[config.mk]
export PLATFORM = sky130hd
export DESIGN_NAME = dmem_port_sequencer
export DESIGN_NICKNAME = d
export VERILOG_FILES = /design/src/rtl/dmem_port_sequencer.sv
export SDC_FILE = /design/constraint.sdc
export NUM_CORES = 1
export LEC_CHECK = 0
export ABC_AREA = 1
export CAP_MARGIN = 10
export CORE_ASPECT_RATIO = 1.5
export CORE_MARGIN = 2
export CORE_UTILIZATION = 50
export DETAILED_ROUTE_END_ITERATION = 10
export GPL_ROUTABILITY_DRIVEN = 0
export PLACE_DENSITY_LB_ADDON = 0.1
export SYNTH_ARGS = -nofsm -noshare
export SYNTH_HDL_FRONTEND = slang
export SYNTH_SLANG_ARGS = --single-unit
[constraint.sdc]
create_clock -name CLK -period 3.1 [get_ports CLK]
set_input_delay 0.62 -clock CLK [delete_from_list [all_inputs] [get_ports CLK]]
set_output_delay 0.62 -clock CLK [all_outputs]
set_load 0.1 [all_outputs]
[src/rtl/dmem_port_sequencer.sv]
`default_nettype none
// ============================================================================
//  Module   : dmem_port_sequencer
//  Purpose  : Arbitrates the single data-memory port between the MEM stage
//             and the loader/debug port. Sub-word stores become an aligned
//             read-modify-write pair. The memory only ever sees whole-word
//             transfers. The MEM stage is stalled while its access is open.
//  Revision : 1.0  initial release
// ============================================================================
module dmem_port_sequencer #(
  parameter int STARVE_LIMIT = 4
) (
  input  logic        CLK,
  input  logic        RESET,
  input  logic        m_req,
  input  logic        m_we,
  input  logic [1:0]  m_size,
  input  logic [31:0] m_addr,
  input  logic [31:0] m_wdata,
  output logic        m_done,
  output logic        m_err,
  output logic        m_stall,
  input  logic        l_req,
  input  logic        l_we,
  input  logic [1:0]  l_size,
  input  logic [31:0] l_addr,
  input  logic [31:0] l_wdata,
  output logic        l_done,
  output logic        l_err,
  output logic [31:0] rdata,
  output logic        mem_req,
  output logic        mem_we,
  output logic [31:0] mem_addr,
  output logic [31:0] mem_wdata,
  input  logic [31:0] mem_rdata,
  input  logic        mem_ack
);

  localparam int         CW      = $clog2(STARVE_LIMIT + 1);
  localparam logic [CW-1:0] C_LIMIT = CW'(STARVE_LIMIT);
  localparam logic [1:0] C_SZ_WORD = 2'd0;
  localparam logic [1:0] C_SZ_HALF = 2'd2;
  localparam logic [1:0] C_SZ_ILL  = 2'd3;

  typedef enum logic [2:0] {
    S_IDLE  = 3'd0,
    S_RD    = 3'd1,
    S_MERGE = 3'd2,
    S_WR    = 3'd3,
    S_DONE  = 3'd4
  } state_t;

  state_t         state_q;
  logic           own_l_q;
  logic           we_q;
  logic [1:0]     size_q;
  logic [1:0]     off_q;
  logic [15:0]    wdata_q;
  logic [31:0]    rd_word_q;
  logic [CW-1:0]  starve_q;
  logic           mem_req_q, mem_we_q;
  logic [31:0]    mem_addr_q, mem_wdata_q, rdata_q;
  logic           m_done_q, l_done_q, m_err_q, l_err_q;

  logic           pick_m, pick_l, pick_any;
  logic           sel_we;
  logic [1:0]     sel_size;
  logic [31:0]    sel_addr, sel_wdata;
  logic           sel_bad;
  logic [31:0]    wdata_merge_d;

  // Grant: MEM has priority unless the loader has been starved long enough.
  always_comb begin
    pick_m    = m_req & ~((starve_q == C_LIMIT) & l_req);
    pick_l    = l_req & ~pick_m;
    pick_any  = pick_m | pick_l;
    sel_we    = pick_m ? m_we    : l_we;
    sel_size  = pick_m ? m_size  : l_size;
    sel_addr  = pick_m ? m_addr  : l_addr;
    sel_wdata = pick_m ? m_wdata : l_wdata;
    sel_bad   = (sel_size == C_SZ_ILL) | ((sel_size == C_SZ_HALF) & sel_addr[0]);
  end

  // Replace the addressed big-endian lane(s) of the read word with store data.
  always_comb begin
    wdata_merge_d = rd_word_q;
    if (size_q == C_SZ_HALF) begin
      if (off_q[1]) wdata_merge_d[15:0]  = wdata_q;
      else          wdata_merge_d[31:16] = wdata_q;
    end else begin
      case (off_q)
        2'd0:    wdata_merge_d[31:24] = wdata_q[7:0];
        2'd1:    wdata_merge_d[23:16] = wdata_q[7:0];
        2'd2:    wdata_merge_d[15:8]  = wdata_q[7:0];
        default: wdata_merge_d[7:0]   = wdata_q[7:0];
      endcase
    end
  end

  // Transaction sequencer with registered memory-side and completion outputs.
  always_ff @(posedge CLK or negedge RESET) begin
    if (!RESET) begin
      state_q     <= S_IDLE;
      own_l_q     <= 1'b0;
      we_q        <= 1'b0;
      size_q      <= 2'd0;
      off_q       <= 2'd0;
      wdata_q     <= 16'd0;
      rd_word_q   <= 32'd0;
      starve_q    <= '0;
      mem_req_q   <= 1'b0;
      mem_we_q    <= 1'b0;
      mem_addr_q  <= 32'd0;
      mem_wdata_q <= 32'd0;
      rdata_q     <= 32'd0;
      m_done_q    <= 1'b0;
      l_done_q    <= 1'b0;
      m_err_q     <= 1'b0;
      l_err_q     <= 1'b0;
    end else begin
      m_done_q <= 1'b0;
      l_done_q <= 1'b0;
      m_err_q  <= 1'b0;
      l_err_q  <= 1'b0;
      case (state_q)
        S_IDLE: begin
          if (pick_any) begin
            own_l_q    <= pick_l;
            we_q       <= sel_we;
            size_q     <= sel_size;
            off_q      <= sel_addr[1:0];
            wdata_q    <= sel_wdata[15:0];
            mem_addr_q <= {sel_addr[31:2], 2'b00};
            if (sel_bad) begin
              // Rejected without touching memory.
              m_done_q <= pick_m;
              l_done_q <= pick_l;
              m_err_q  <= pick_m;
              l_err_q  <= pick_l;
              state_q  <= S_DONE;
            end else if (sel_we && sel_size == C_SZ_WORD) begin
              mem_wdata_q <= sel_wdata;
              mem_req_q   <= 1'b1;
              mem_we_q    <= 1'b1;
              state_q     <= S_WR;
            end else begin
              mem_req_q <= 1'b1;
              mem_we_q  <= 1'b0;
              state_q   <= S_RD;
            end
          end
        end
        S_RD: begin
          if (mem_ack) begin
            rd_word_q <= mem_rdata;
            mem_req_q <= 1'b0;
            if (we_q) begin
              state_q <= S_MERGE;
            end else begin
              rdata_q  <= mem_rdata;
              m_done_q <= ~own_l_q;
              l_done_q <= own_l_q;
              state_q  <= S_DONE;
            end
          end
        end
        S_MERGE: begin
          mem_wdata_q <= wdata_merge_d;
          mem_req_q   <= 1'b1;
          mem_we_q    <= 1'b1;
          state_q     <= S_WR;
        end
        S_WR: begin
          if (mem_ack) begin
            mem_req_q <= 1'b0;
            mem_we_q  <= 1'b0;
            m_done_q  <= ~own_l_q;
            l_done_q  <= own_l_q;
            state_q   <= S_DONE;
          end
        end
        S_DONE: begin
          if (!own_l_q && l_req)
            starve_q <= (starve_q == C_LIMIT) ? starve_q : starve_q + CW'(1);
          else
            starve_q <= '0;
          state_q <= S_IDLE;
        end
        default: state_q <= S_IDLE;
      endcase
    end
  end

  assign m_done    = m_done_q;
  assign l_done    = l_done_q;
  assign m_err     = m_err_q;
  assign l_err     = l_err_q;
  assign rdata     = rdata_q;
  assign mem_req   = mem_req_q;
  assign mem_we    = mem_we_q;
  assign mem_addr  = mem_addr_q;
  assign mem_wdata = mem_wdata_q;
  assign m_stall   = m_req & ~m_done_q;

endmodule
`default_nettype wire

==> results.py, run 1 <==
metrics = {
    "sta": {
        "setup_tns_ps": 0,
        "setup_violations": 0,
        "hold_viol": 0,
        "worst_slew_pin_slew_ps": 999,
        "timing.final.crit_share": 0.775,
        "fin_crit_ps": 2400,
        "rsz0062_at_grt": "false",
        "layout_setup_ws_ps": 696,
        "drv_slew": 0,
        "fmax_mhz": 416,
        "relSlewSlack": 0.333,
        "skew_ps": 12.7,
    },
    "worst_setup_path": {
        "path_common_cell": "buf_4",
        "reg2reg_slack_ps": 840,
        "max_stage_delay_ps": 610,
        "cp.required_ps": 3430,
        "r2r_end": "wdata_q[9]$_DFFE_PN0P_",
        "critPathLaunchType": "input port",
        "r2r.worst_path.cells": 10,
        "r2r-start": "starve_q[0]$_DFFE_PN0P_",
        "worstSetupPathType": "in -> reg",
        "crit_chain": "clkdlybuf4s50_1, nand3_2, nand2_4, inv_1, buf_4, o21ai_4, buf_4, nand2_1, o21ai_0",
        "cp.arrival_ps": 2740,
        "setup.worst_path.end_class": "flip-flop",
        "cp_slowest_cell": "clkdlybuf4s50_1",
        "worstPathMaxFanout": 40,
    },
    "clock_tree": {
        "cts_setup_buffers": 0,
        "cts_sinks": 160,
        "cts_made_buffers": 17,
        "cts.path.max_buffers": 2,
        "cts.clk_slew.worst_paths_ps": 70,
        "clk_latency_ps": 430,
        "cts_tree": "yes",
        "hold_buffers": 0,
        "htree_levels": 4,
        "ctsResizeCount": 0,
        "clockRootBuffer": "clkbuf_16",
    },
    "finish": {
        "syn_to_final_growth_pct": 38.0,
        "num-fill-cells": 1339,
        "final_nets": 1451,
        "num_antenna_cells": 0,
        "drive_gt1_frac": 0.175,
    },
    "synth": {
        "synth-edff-count": 0,
        "synth-main-ff-cell": "dfrtp_1",
        "netlist_area_um2": 8300,
        "synth_area_leader_cell": "dfrtp_1",
        "ys_seq_elements": 160,
        "synthDistinctLibCells": 35,
        "synth_area_per_cell_um2": 8.03,
        "yosys-top-cells-area": "dfrtp_1, nand2_1, o21ai_0",
        "yosysSeqAreaShare": 0.483,
        "yosys_warnings": 0,
        "yosysTopAreaCellShare": 0.483,
        "ys_async_sr_fraction": 1.00,
        "synthCells": 1033,
    },
    "global_route": {
        "antenna_found_initial": 0,
        "grt_max_degree": 65,
        "grt_first_pass_wirelength_um": 38400,
        "grt_use_total": 0.279,
        "grt_pass1_vias": 7566,
        "grt-ovfl-total": 0,
    },
    "detailed_routing": {
        "drc": 0,
        "final_antenna_net_count": 0,
        "wl_um": 24100,
        "firstDrtPassIters": 5,
        "vias": 7873,
        "wire_per_inst_um": 16.1,
        "via_per_inst": 5.26,
        "first_iter_violations": 432,
    },
    "placed_design": {
        "io_buffers": 271,
        "preCtsSetupSlack_ps": 311,
        "dpl.hpwl_um": 18000,
    },
    "worst_hold_path": {
        "hp-class": "in -> async",
    },
    "floorplanning": {
        "dieHeight_um": 162,
        "die_area_um2": 17700,
        "num_rows": 57,
        "die_w_um": 109,
        "initial_core_util": 0.512,
        "io_pins": 274,
        "core-area_um2": 16200,
    },
    "flow_run": {
        "cap_violations": 0,
    },
    "run_status": {
        "outcome": "finished clean",
    },
}
cell usage after synthesis, drive strengths merged (2+ instances only):
cell    number
o22ai        3
clkbuf      37
inv         60
o21ai      184
buf         27
nand3      134
o211ai       7
nor2         9
ha           2
dfrtp      160
or2         33
a21oi        5
mux2i       31
nand2      334
worst max-delay path by stage:
stage	startpoint	to	slack [ps]	depth (start not counted)
final	l_req	wdata_q[9]$_DFFE_PN0P_	700	9
after CTS	l_req	wdata_q[9]$_DFFE_PN0P_	720	9
after floorplan	m_done$_DFF_PN0_	m_stall	340	1
after global placement	l_req	wdata_q[10]$_DFFE_PN0P_	400	8
after global routing	l_req	wdata_q[9]$_DFFE_PN0P_	570	9
after detailed placement	l_req	wdata_q[9]$_DFFE_PN0P_	310	8
flip-flops by register name, indices dropped and copies added (netlist names):
signal and cells:
l_err 1, own_l_q 1, state_q 3, starve_q 3
size_q 2, m_done 1, mem_addr 30, mem_wdata 32
rdata 32, l_done 1, rd_word_q 32, m_err 1
wdata_q 16, mem_we 1, we_q 1, off_q 2
mem_req 1
layer usage:
| layer | up-vias | track usage | wire [µm] |
|---|---|---|---|
| met5 | - | 0 | 0 |
| met4 | 0 | 0.109 | 863 |
| met3 | 67 | 0.0766 | 1990 |
| met2 | 357 | 0.458 | 11700 |
| met1 | 3570 | 0.346 | 9530 |
| li1 | 3879 | - | - |
cells in the final DEF (no fill, tap or decap), drive strengths merged, types with 5 or more instances in the layout:
master,count
o211ai,7
buf,120
mux2i,31
clkdlybuf4s50,169
nand2,334
clkbuf,18
nor2,9
o21ai,184
inv,67
or2,33
a21oi,5
nand3,134
dfrtp,160
cell type report:
type                       count  area [µm²]  share of cell area
inverter                      61         231              0.0202
clock inverter                14         169              0.0147
sequential                   160        4000               0.350
clock buffer                  18         429              0.0375
timing repair buffer         289        2630               0.230
tap                          206         258              0.0225
multi-input combinational    749        3730               0.326
critical path: cells and delay by family:
kind / cells / cell delay (ps)
buffers and inverters: 4 / 1280
and+or+nand+nor: 3 / 500
AOI/OAI and AO/OA: 2 / 310
cells by family after synthesis:
kind of cell | after synthesis | synth area share
AOI/OAI and AO/OA | 201 | 0.125
DFF | 160 | 0.483
and+or+nand+nor | 513 | 0.281
other | 1 | 0.000452
muxes | 31 | 0.0374
buffers and inverters | 125 | 0.0710
adders and majority gates | 2 | 0.00302
metrics by stage:
| stage | cell area [µm²] | std cells | hold slack (ps) | utilization |
|---|---|---|---|---|
| 2_1_floorplan | 8300 | 1034 | 324 | - |
| 3_3_place_gp | 10900 | 1465 | 456 | 0.671 |
| 3_5_place_dp | 10900 | 1465 | 461 | 0.671 |
| 4_1_cts | 11500 | 1497 | 157 | 0.707 |
| 5_1_grt | 11500 | 1497 | 171 | 0.707 |
| 6_report | 11500 | 1497 | 134 | 0.707 |
Power of run 1 is left out: the tool's default activity adds up to more than one toggle a clock period on the data nets, which glitch-free logic cannot reach.
==> inputs of run 2 (changes only) <==
--- a/config.mk
+++ b/config.mk
@@ -9,7 +9,7 @@
 export CAP_MARGIN = 10
 export CORE_ASPECT_RATIO = 1.5
 export CORE_MARGIN = 2
-export CORE_UTILIZATION = 50
+export CORE_UTILIZATION = 42
 export DETAILED_ROUTE_END_ITERATION = 10
 export GPL_ROUTABILITY_DRIVEN = 0
 export PLACE_DENSITY_LB_ADDON = 0.1
==> constraint.sdc (replaced) <==
create_clock -name CLK -period 2.1 [get_ports CLK]
set_input_delay 0.42 -clock CLK [delete_from_list [all_inputs] [get_ports CLK]]
set_output_delay 0.42 -clock CLK [all_outputs]
set_load 0.1 [all_outputs]
==> run 2 against run 1 <==
Net effect:
- critical path depth grew 2
- worst setup slack got worse by 610 ps
- core utilization down 9.3 points
- first-iteration DRC count decreased by 4.6%
- sequential share of layout area is 1.6 points lower
- count of clock-buffer cells in the layout increased by 3
- wire length rose by 7.6%
==> results.py, run 2 (synthesized netlist as in run 1, its figures left out) <==
metrics = {
    "worst_setup_path": {
        "setup.worst_path.end_class": "flip-flop",
        "cp_slowest_cell": "dfrtp_1",
        "max_stage_delay_ps": 350,
        "worstSetupPathType": "reg -> reg",
        "cp.arrival_ps": 2330,
        "crit_chain": "inv_1, ha_1, nand3_2, nand2_4, buf_6, buf_4, or2_2, o21ai_1, o21ai_0, nand3_1, nand2_1",
        "critPathLaunchType": "flip-flop",
        "cp.required_ps": 2410,
        "worstPathMaxFanout": 14,
    },
    "global_route": {
        "grt_first_pass_wirelength_um": 39800,
        "antenna_found_initial": 0,
        "grt_pass1_vias": 7763,
        "grt_max_degree": 65,
        "grt_use_total": 0.241,
        "grt-ovfl-total": 0,
    },
    "sta": {
        "timing.final.crit_share": 0.958,
        "fmax_mhz": 497,
        "drv_slew": 0,
        "fin_crit_ps": 2010,
        "setup_violations": 0,
        "rsz0062_at_grt": "false",
        "hold_viol": 0,
        "skew_ps": 12.4,
    },
    "detailed_routing": {
        "wire_per_inst_um": 16.4,
        "drc": 0,
        "vias": 7997,
        "firstDrtPassIters": 5,
        "first_iter_violations": 412,
        "final_antenna_net_count": 0,
        "wl_um": 25900,
        "via_per_inst": 5.06,
    },
    "finish": {
        "syn_to_final_growth_pct": 44.8,
        "final_nets": 1481,
        "layoutNonFillerInstCount": 1581,
        "final_common_cell": "nand2_1",
        "utilization": 0.615,
        "num_antenna_cells": 0,
        "mostFrequentLayoutCells": "nand2_1, clkdlybuf4s50_1, dfrtp_1",
        "drive_gt1_frac": 0.194,
        "num-fill-cells": 1838,
        "final_cell_area_um2": 12000,
        "multiInputGateArea_um2": 3760,
        "regArea_um2": 4000,
    },
    "clock_tree": {
        "cts.path.max_buffers": 2,
        "cts_tree": "yes",
        "cts_made_buffers": 17,
        "cts.clk_slew.worst_paths_ps": 60,
        "clockRootBuffer": "clkbuf_16",
        "htree_levels": 4,
        "cts_sinks": 160,
        "clk_latency_ps": 430,
    },
    "floorplanning": {
        "num_rows": 63,
        "io_pins": 274,
        "initial_core_util": 0.424,
        "die_area_um2": 20900,
        "die_w_um": 119,
        "core-area_um2": 19500,
        "dieHeight_um": 176,
    },
    "worst_hold_path": {
        "hp-class": "in -> async",
    },
    "placed_design": {
        "dpl.hpwl_um": 19000,
        "dp_cells": 1543,
        "io_buffers": 271,
        "place_area_um2": 11300,
    },
    "flow_run": {
        "cap_violations": 0,
    },
    "run_status": {
        "outcome": "finished clean",
    },
}
[run 2: cell types whose count changed in the layout (fill, tap and decap cells not counted), moves of 3 or more]
| cell | before | now |
|---|---|---|
| o21ai_1 | 23 | 27 |
| o21ai_0 | 159 | 155 |
| clkinv_2 | 0 | 3 |
| buf_4 | 116 | 126 |
| clkbuf_8 | 0 | 3 |
| clkinvlp_4 | 3 | 0 |
| clkbuf_16 | 17 | 20 |
| buf_12 | 3 | 16 |
[run 2: final timing paths]
path	from	to	slack (ps)	cells past startpoint
setup / recovery	starve_q[0]$_DFFE_PN0P_	mem_wdata[7]$_DFFE_PN0P_	90	11
hold / removal	RESET	starve_q[0]$_DFFE_PN0P_	470	2
setup reg to reg	starve_q[0]$_DFFE_PN0P_	mem_wdata[7]$_DFFE_PN0P_	90	11
hold reg to reg	mem_wdata[30]$_DFFE_PN0P_	mem_wdata[30]$_DFFE_PN0P_	480	2
max in group asynchronous	RESET	wdata_q[13]$_DFFE_PN0P_	980	3
min in group CLK	mem_wdata[30]$_DFFE_PN0P_	mem_wdata[30]$_DFFE_PN0P_	480	2
[run 2: critical path: cells and delay by family (launching register included)]
kind,cells,cell delay [ps]
compound gates,2,320
fa+ha+maj,1,230
simple gates,5,620
flops,1,350
buf+inv,3,380
[run 2: final cells by class]
cell class / instances / share of cell area
Tap cell: 260 / 0.0271
Multi-Input combinational cell: 750 / 0.313
Timing Repair Buffer: 318 / 0.257
Inverter: 61 / 0.0195
Clock buffer: 21 / 0.0392
Clock inverter: 11 / 0.0108
Sequential cell: 160 / 0.333
[run 2: routing by layer]
layer | track usage | routed length, µm
met1 | 0.278 | 9830
met2 | 0.423 | 13500
met3 | 0.0601 | 1660
met4 | 0.104 | 979
met5 | 0 | 0
[run 2: per-stage QoR]
step	TNS (ps)	hold slack, ps	worst slack, ps
after floorplan	0	124	285
after global placement	-4120	365	-178
after detailed placement	-6920	368	-212
after CTS	0	473	12.1
after global routing	0	491	1.06
final	0	470	87.3
[run 2: repair_timing]
action / 4_1_cts / 5_1_grt
setup endpoints to repair: 0 / 15
buffers inserted: 0 / 1
resized for setup: 0 / 8
endpoints found under the hold margin: 36 / 0
hold buffers: 1 / 0
Power of run 2 is left out for the same reason.
==> inputs of run 3 (changes only) <==
--- a/config.mk
+++ b/config.mk
@@ -9,8 +9,9 @@
 export CAP_MARGIN = 10
 export CORE_ASPECT_RATIO = 1.5
 export CORE_MARGIN = 2
-export CORE_UTILIZATION = 42
+export CORE_UTILIZATION = 58
 export DETAILED_ROUTE_END_ITERATION = 10
+export DONT_BUFFER_PORTS = 1
 export GPL_ROUTABILITY_DRIVEN = 0
 export PLACE_DENSITY_LB_ADDON = 0.1
 export SYNTH_ARGS = -nofsm -noshare
==> run 3 against run 2 <==
Net effect:
- the run now ends with negative hold slack left
- fmax shrank 4.0%
- non-clock buffer count shrank 166
- clock skew grew 2.3 ps
- flip-flop and latch count is the same
- global-route usage grew 5.1 points
- worst hold slack lost 780 ps
- wire length shrank 2.1%
- count of clock-buffer cells in the layout shrank 4
- sequential share of layout area grew 5.0 points
- worst setup slack lost 83 ps
- die area shrank 27%
- largest cell class unchanged
==> results.py, run 3 (synthesized netlist as in run 1, its figures left out) <==
metrics = {
    "run_status": {
        "outcome": "finished with violations",
        "violations": "negative hold slack",
    },
    "detailed_routing": {
        "first_iter_violations": 669,
        "firstDrtPassIters": 6,
        "via_per_inst": 5.71,
        "wl_um": 25400,
        "final_antenna_net_count": 0,
        "drc": 0,
        "wire_per_inst_um": 18.8,
        "vias": 7698,
    },
    "sta": {
        "whs_ps": -311,
        "hold_viol": 160,
        "skew_ps": 14.7,
        "fmax_mhz": 477,
        "setup_violations": 0,
        "worst_slew_pin_slew_ps": 527,
        "setup_tns_ps": 0,
        "timing.final.crit_share": 0.998,
        "fin_crit_ps": 2100,
        "drv_slew": 0,
        "relSlewSlack": 0.649,
    },
    "worst_setup_path": {
        "worstPathMaxFanout": 10,
        "cp.required_ps": 2430,
        "worstSetupPathType": "reg -> reg",
        "setup.worst_path.end_class": "flip-flop",
        "critPathLaunchType": "flip-flop",
        "cp.arrival_ps": 2430,
    },
    "floorplanning": {
        "initial_core_util": 0.593,
        "die_w_um": 102,
        "num_rows": 53,
        "io_pins": 274,
        "die_area_um2": 15300,
        "dieHeight_um": 150,
        "core-area_um2": 14000,
    },
    "global_route": {
        "grt_first_pass_wirelength_um": 34500,
        "grt_max_degree": 161,
        "grt-ovfl-total": 0,
        "grt_use_total": 0.292,
        "grt_pass1_vias": 6776,
        "antenna_found_initial": 0,
    },
    "worst_hold_path": {
        "hp-class": "in -> async",
    },
    "flow_run": {
        "cap_violations": 0,
    },
    "placed_design": {
        "place_area_um2": 9260,
        "dpl.hpwl_um": 16200,
        "io_buffers": 0,
    },
    "finish": {
        "final_cell_area_um2": 10400,
        "num_antenna_cells": 0,
        "mostFrequentLayoutCells": "nand2_1, dfrtp_1, o21ai_0",
        "final_nets": 1315,
        "final_common_cell": "nand2_1",
        "syn_to_final_growth_pct": 25.8,
        "drive_gt1_frac": 0.231,
    },
    "clock_tree": {
        "cts.path.max_buffers": 2,
        "clk_latency_ps": 430,
        "cts_tree": "yes",
        "cts.clk_slew.worst_paths_ps": 70,
        "cts_made_buffers": 17,
        "cts_sinks": 160,
        "htree_levels": 4,
        "clockRootBuffer": "clkbuf_16",
    },
}
## run 3: changes by cell type in the layout (fill, tap and decap cells not counted), sizes merged, moves of 4 or more
| cell | before | now |
|---|---|---|
| buf | 145 | 140 |
| inv | 62 | 68 |
| clkbuf | 24 | 29 |
| clkdlybuf4s50 | 169 | 0 |
| clkinv | 8 | 4 |
## run 3: cell type report
| type | count | area (µm²) |
|---|---|---|
| Sequential cell | 160 | 4000 |
| Multi-Input combinational cell | 750 | 3810 |
| Fill cell | 1073 | 3550 |
| Timing Repair Buffer | 152 | 1520 |
| Clock buffer | 17 | 425 |
| Inverter | 61 | 240 |
| Tap cell | 192 | 240 |
| Clock inverter | 15 | 193 |
## run 3: what timing repair did
item,4_1_cts,5_1_grt
resized for setup,2,29
pin swaps,0,9
hold endpoints to repair,160,160
endpoints found under the setup margin,4,82
setup buffers,0,11
gates cloned,0,17
## run 3: stage by stage
step	setup slack, ps	hold slack (ps)	cells	util
3_3_place_gp	69.1	130	1287	0.662
4_1_cts	2.57	-319	1319	0.707
3_5_place_dp	12.8	129	1287	0.662
5_1_grt	-60.9	-327	1347	0.746
2_1_floorplan	285	124	1034	-
6_report	4.13	-311	1347	0.746
## run 3: worst paths after layout
| check | from | endpoint | slack, ps | cells past startpoint |
|---|---|---|---|---|
| max in group asynchronous | RESET | mem_wdata[13]$_DFFE_PN0P_ | 2130 | 0 |
| hold / removal | RESET | mem_wdata[8]$_DFFE_PN0P_ | -310 | 0 |
| setup / recovery | starve_q[0]$_DFFE_PN0P_ | wdata_q[2]$_DFFE_PN0P_ | 4 | 11 |
| min in group CLK | mem_ack | mem_req$_DFFE_PN0P_ | 90 | 1 |
| setup reg to reg | starve_q[0]$_DFFE_PN0P_ | wdata_q[2]$_DFFE_PN0P_ | 4 | 11 |
| hold reg to reg | mem_wdata[9]$_DFFE_PN0P_ | mem_wdata[9]$_DFFE_PN0P_ | 480 | 2 |
## run 3: worst max-delay path: stages (launching register included)
cell	delay, ps
dfrtp_1	400
inv_2	90
ha_4	140
nand3_4	90
nand2_4	120
clkinvlp_4	200
buf_12	190
o21ai_4	230
buf_12	200
clkbuf_16	170
nand2_1	60
o21ai_0	110
## run 3: metal layers
metal	GRT usage	share of wire	vias to the layer above
met5	0	0	-
met4	0.100	0.041	0
met3	0.0720	0.086	87
met2	0.486	0.51	473
met1	0.371	0.36	3519
li1	-	-	3619
Power of run 3 is left out for the same reason.
